[config.mk]
export PLATFORM = sky130hd
export DESIGN_NAME = layer_decoder
export DESIGN_NICKNAME = d
export VERILOG_FILES = /design/src/rtl/decoder_pkg.sv /design/src/rtl/bit_accumulator.sv /design/src/rtl/layer_decoder.sv
export SDC_FILE = /design/constraint.sdc
export NUM_CORES = 1
export LEC_CHECK = 0
export ABC_CLOCK_PERIOD_IN_PS = 2300
export CORE_AREA = 10 10 91 73
export CTS_CLUSTER_SIZE = 30
export DETAILED_ROUTE_END_ITERATION = 8
export DIE_AREA = 0 0 101 83
export PLACE_DENSITY = 0.88
export SLEW_MARGIN = 5
export SYNTH_ARGS = -nofsm -noshare
export SYNTH_HDL_FRONTEND = slang
export SYNTH_SLANG_ARGS = --single-unit
[constraint.sdc]
create_clock -name clk -period 2.3 [get_ports clk]
set_input_delay 0.46 -clock clk [delete_from_list [all_inputs] [get_ports clk]]
set_output_delay 0.46 -clock clk [all_outputs]
set_load 0.005 [all_outputs]
[src/rtl/decoder_pkg.sv]
// Shared types and limits for the layer decoder.
//   decoder_state_t : measurement FSM states
//   MAX_WARMUP      : largest supported warm-up length (8-bit warm-up counter)
package decoder_pkg;

  typedef enum logic [1:0] {
    IDLE   = 2'd0,
    WARMUP = 2'd1,
    COUNT  = 2'd2,
    VALID  = 2'd3
  } decoder_state_t;

  localparam int unsigned MAX_WARMUP = 255;

endpackage

[src/rtl/bit_accumulator.sv]
// Ones-counter for a single bitstream.
//   clk    : clock, rising edge
//   rst    : synchronous active-high reset, clears acc
//   clear  : synchronous clear, takes priority over enable
//   enable : add bit_in to acc this cycle
//   bit_in : stochastic input bit
//   acc    : running ones-count
module bit_accumulator #(
  parameter int unsigned WIDTH = 9
) (
  input  logic             clk,
  input  logic             rst,
  input  logic             clear,
  input  logic             enable,
  input  logic             bit_in,
  output logic [WIDTH-1:0] acc
);

  logic [WIDTH-1:0] acc_q;

  always_ff @(posedge clk) begin
    if (rst || clear) begin
      acc_q <= '0;
    end else if (enable) begin
      acc_q <= acc_q + {{(WIDTH-1){1'b0}}, bit_in};
    end
  end

  assign acc = acc_q;

endmodule

[src/rtl/layer_decoder.sv]
// Converts per-neuron bitstreams into ones-counts over a 2^WINDOW_BITS cycle
// window after a WARMUP-cycle discard period, then holds all counts behind a
// valid/ready handshake.
//   clk          : clock, rising edge
//   rst          : synchronous active-high reset
//   start        : begin a measurement (IDLE, or VALID on handshake)
//   bitstream_in : one bit per neuron per cycle
//   counts       : per-neuron ones-count of the last completed window
//   out_valid    : counts holds a completed result
//   out_ready    : consumer accepts counts
//   busy         : measurement in progress (warm-up or counting)
module layer_decoder
  import decoder_pkg::decoder_state_t, decoder_pkg::MAX_WARMUP;
#(
  parameter int unsigned NEURON_COUNT = 2,
  parameter int unsigned WINDOW_BITS  = 8,
  parameter int unsigned WARMUP       = 0
) (
  input  logic                                   clk,
  input  logic                                   rst,
  input  logic                                   start,
  input  logic [NEURON_COUNT-1:0]                bitstream_in,
  output logic [NEURON_COUNT-1:0][WINDOW_BITS:0] counts,
  output logic                                   out_valid,
  input  logic                                   out_ready,
  output logic                                   busy
);

  localparam int unsigned WARMUP_CYC = (WARMUP > MAX_WARMUP) ? MAX_WARMUP : WARMUP;
  localparam logic [7:0] WARM_LAST = 8'(WARMUP_CYC - 1);
  localparam logic [WINDOW_BITS:0] WIN_LAST = {1'b0, {WINDOW_BITS{1'b1}}};
  localparam decoder_state_t FIRST_STATE =
    (WARMUP_CYC == 0) ? decoder_pkg::COUNT : decoder_pkg::WARMUP;

  decoder_state_t state_q, state_d;
  logic [7:0]           warm_q, warm_d;
  logic [WINDOW_BITS:0] cyc_q, cyc_d;
  logic [NEURON_COUNT-1:0][WINDOW_BITS:0] counts_q;
  logic [NEURON_COUNT-1:0][WINDOW_BITS:0] acc;
  logic [NEURON_COUNT-1:0][WINDOW_BITS:0] final_sum;
  logic out_valid_q, busy_q;
  logic acc_clear, acc_enable, load_counts;

  for (genvar i = 0; i < NEURON_COUNT; i++) begin : g_acc
    bit_accumulator #(
      .WIDTH(WINDOW_BITS + 1)
    ) u_acc (
      .clk   (clk),
      .rst   (rst),
      .clear (acc_clear),
      .enable(acc_enable),
      .bit_in(bitstream_in[i]),
      .acc   (acc[i])
    );
    // The last sampled bit is still in flight when the window closes, so the
    // result register takes accumulator plus the current bit.
    assign final_sum[i] = acc[i] + {{WINDOW_BITS{1'b0}}, bitstream_in[i]};
  end

  always_comb begin
    state_d     = state_q;
    warm_d      = warm_q;
    cyc_d       = cyc_q;
    acc_clear   = 1'b0;
    acc_enable  = 1'b0;
    load_counts = 1'b0;
    unique case (state_q)
      decoder_pkg::IDLE: begin
        if (start) begin
          acc_clear = 1'b1;
          warm_d    = '0;
          cyc_d     = '0;
          state_d   = FIRST_STATE;
        end
      end
      decoder_pkg::WARMUP: begin
        warm_d = warm_q + 8'd1;
        if (warm_q == WARM_LAST) begin
          state_d = decoder_pkg::COUNT;
        end
      end
      decoder_pkg::COUNT: begin
        acc_enable = 1'b1;
        cyc_d      = cyc_q + 1'b1;
        if (cyc_q == WIN_LAST) begin
          load_counts = 1'b1;
          state_d     = decoder_pkg::VALID;
        end
      end
      decoder_pkg::VALID: begin
        if (out_ready) begin
          if (start) begin
            acc_clear = 1'b1;
            warm_d    = '0;
            cyc_d     = '0;
            state_d   = FIRST_STATE;
          end else begin
            state_d = decoder_pkg::IDLE;
          end
        end
      end
      default: state_d = decoder_pkg::IDLE;
    endcase
  end

  always_ff @(posedge clk) begin
    if (rst) begin
      state_q     <= decoder_pkg::IDLE;
      warm_q      <= '0;
      cyc_q       <= '0;
      counts_q    <= '0;
      out_valid_q <= 1'b0;
      busy_q      <= 1'b0;
    end else begin
      state_q     <= state_d;
      warm_q      <= warm_d;
      cyc_q       <= cyc_d;
      if (load_counts) begin
        counts_q <= final_sum;
      end
      out_valid_q <= (state_d == decoder_pkg::VALID);
      busy_q      <= (state_d == decoder_pkg::WARMUP) || (state_d == decoder_pkg::COUNT);
    end
  end

  assign counts    = counts_q;
  assign out_valid = out_valid_q;
  assign busy      = busy_q;

endmodule
==> results.md <==
- Setup Buffers After CTS: 0
- Startpoint types: flop
- Worst setup EP type: flop
- Worst slew pin tran: 587 ps
- Post-route ant nets: 0
- CTS tree: done
- Vias per inst: 5.60
- CTS max path bufs: 2
- Slew Viols, Final: 0
- Cts bufs inserted: 9
- Fin nets: 355
- Reg2reg path depth: 9
- Slack of the critical path: 235 ps
- Htree depth: 3
- Crit path to: busy$_SDFF_PP0_
- Most common cell after layout, fill and taps aside: dfxtp_1
- GPL Wtd Cong: 0.802
- Required time worst endpoint: 2520 ps
- Fillers: 363
- DP Worst Slack: -26.4 ps
- Port bufs: 25
- Period utilization: 89.8%
- Row cnt: 22
- Pint: 2.01 mW
- Die Y: 83 um
- Post-synthesis sequential area ratio: 42.6%
- Largest net degree at the start of global routing: 33
- N_diodes: 0
- Clk network pwr share: 36.9%
- PD cells: 892 nW/um^2
- Post-synth EDFFs: 0
- Die ar.: 8380 um^2
- Yosys top cell by area: dfxtp_1
- Max Clk Rate: 484 MHz
- CP Max Fanout: 4
- Hold Crit Class: flop to flop
- Root Driver: clkbuf_8
- Asr flop ratio synth: 0%
- Clk_skew: 8.46 ps
- GRT Util Overall: 14.2%
- Hold depth: 2
- Gate power share: 24.4%
- Smallest hold slack: 468 ps
- Peak VDD IR: 0.602 mV
- Clock latency on the worst-skew pair: 340 ps
- I/O pin count: 26
- Syn Area/Cell: 8.69 um^2
- CTS sink count: 57
- Synth cell types: 38
- # DRC: 0
- First-pass GRT wire length: 9970 um
- Starting Density: 55.6%
- Post-DP HPWL: 4030 um
- Commonest non-fill, non-tap cells in the layout: 57 x dfxtp_1, 49 x nor2_1, 27 x nand2_1
- Ys flop type: dfxtp_1
- Total power: 2.89 mW
- Hold Fails Final Rpt: 0
- Vias in the first global route: 2099
- Rel. slew slack: 60.8%
- Netlist Area Pre-Place: 2680 um^2
- Initial antenna violation count: 0
- Synth Net Count: 327
- Layout cells sized above 1: 8.80%
- Via Count: 2247
- Min cycle time layout: 2060 ps
- # setup viols final: 0
- Core area: 4820 um^2
- R2R setup slack: 240 ps
- Grt ovf: 0
- Initial DRC count: 156
- Top cells by area, synth: dfxtp_1 43%, nor2_1 6.9%, ha_1 6.1%
- Reg2Reg Capture Point: busy$_SDFF_PP0_
- Seq cells post-synth: 57
- Total Wirelength: 5850 um
- Leakage: 1.12 nW
- Die Wd: 101 um
- Synth-to-layout area growth: 20.9%
- Wire length per cell: 14.6 um
- Number of max-cap violations: 0
- Post-Syn Instances: 308
- Cts repair resizes: 0
- WP data arrival: 2280 ps
- P_sw: 877 uW
- RSZ-0062 raised after global routing: false
- DRT Pass-1 Iters: 5
- Synth top area share: 42.6%
- Net Sw Frac: 30.4%
- Seq pwr share: 38.6%
- Status: complete, no violations
- Worst Setup SP: cyc_q[0]$_SDFFE_PP0P_
- Hold buffers post-CTS: 0
- WS Path Type: flop to flop
- R2R Path Start: cyc_q[0]$_SDFFE_PP0P_
- CTS clk-pin slew, worst paths: 60 ps
- Yosys warns: 0
[per-layer routing]
metal	up-vias	track usage (%)	share of wire [%]	wire, um
met5	-	0	0	0
met4	0	5.28	1.8	104
met3	13	6.21	9.4	552
met2	71	20.7	43	2530
met1	1035	17.9	45	2650
li1	1128	-	-	-
[synth_stat cells, drive strengths merged, types with 2 or more instances]
cell type,number
o31ai,2
ha,13
nor3,6
nor2,49
nor4b,3
clkbuf,11
nor2b,3
nor4,5
nand3,13
a211oi,11
and4,4
a21oi,14
mux2i,4
nand4,5
and3,2
a311oi,4
inv,6
or3,9
xor2,18
nand2,27
buf,7
o21ai,11
dfxtp,57
xnor2,14
[worst min path at each step]
stage,start,to
after floorplan,warm_q[7]$_SDFFE_PP0P_,warm_q[7]$_SDFFE_PP0P_
after global placement,counts[10]$_SDFFE_PP0P_,counts[10]$_SDFFE_PP0P_
after detailed placement,counts[9]$_SDFFE_PP0P_,counts[9]$_SDFFE_PP0P_
after CTS,counts[9]$_SDFFE_PP0P_,counts[9]$_SDFFE_PP0P_
after global routing,counts[9]$_SDFFE_PP0P_,counts[9]$_SDFFE_PP0P_
final,counts[9]$_SDFFE_PP0P_,counts[9]$_SDFFE_PP0P_
[cell families after synthesis]
logic type / share of synthesized area, %
muxes: 1.50
adders and majority gates: 6.07
DFF: 42.6
buffers and inverters: 3.88
and+or+nand+nor: 23.1
xor gates and xnor gates: 10.5
AOI/OAI and AO/OA: 12.4
[through the flow]
| stage | setup TNS [ps] | area (um^2) | instances | util [%] |
|---|---|---|---|---|
| 2_1_floorplan | 0 | 2680 | 308 | - |
| 3_3_place_gp | 0 | 3010 | 385 | 62.5 |
| 3_5_place_dp | -26.4 | 3010 | 385 | 62.5 |
| 4_1_cts | 0 | 3240 | 401 | 67.2 |
| 5_1_grt | 0 | 3240 | 401 | 67.2 |
| 6_report | 0 | 3240 | 401 | 67.2 |
[final cells by class]
class	instances	area [um^2]	area share [%]
Multi-Input combinational cell	227	1430	44.2
Clock inverter	5	77.6	2.40
Sequential cell	57	1140	35.2
Clock buffer	11	151	4.68
Timing Repair Buffer	35	338	10.4
Tap cell	60	75.1	2.32
Inverter	6	22.5	0.696
[power by group through the flow]
stage               combinational (mW)  sequential [mW]  clock, mW
floorplan                        0.510             1.12          0
global placement                 0.667             1.13          0
detailed placement               0.692             1.14          0
CTS                              0.703             1.11       1.08
global route                     0.796             1.12       1.13
finish                           0.706             1.12       1.07
[worst max-delay path, cell delays in order (launching register included)]
cell and delay (ps):
dfxtp_1 390, ha_1 230, nand3_1 90, nor2_1 100, ha_1 240, a21oi_1 90
o221a_2 310, nor2_1 130, ha_1 240, nor2b_1 130
[state kept, by name, indices dropped and copies added (netlist names)]
| name | cells |
|---|---|
| warm_q | 8 |
| cyc_q | 9 |
| counts | 18 |
| state_q | 2 |
| busy | 1 |
| g_acc.u_acc.acc | 18 |
| out_valid | 1 |
(Power assumes the default switching activity.)
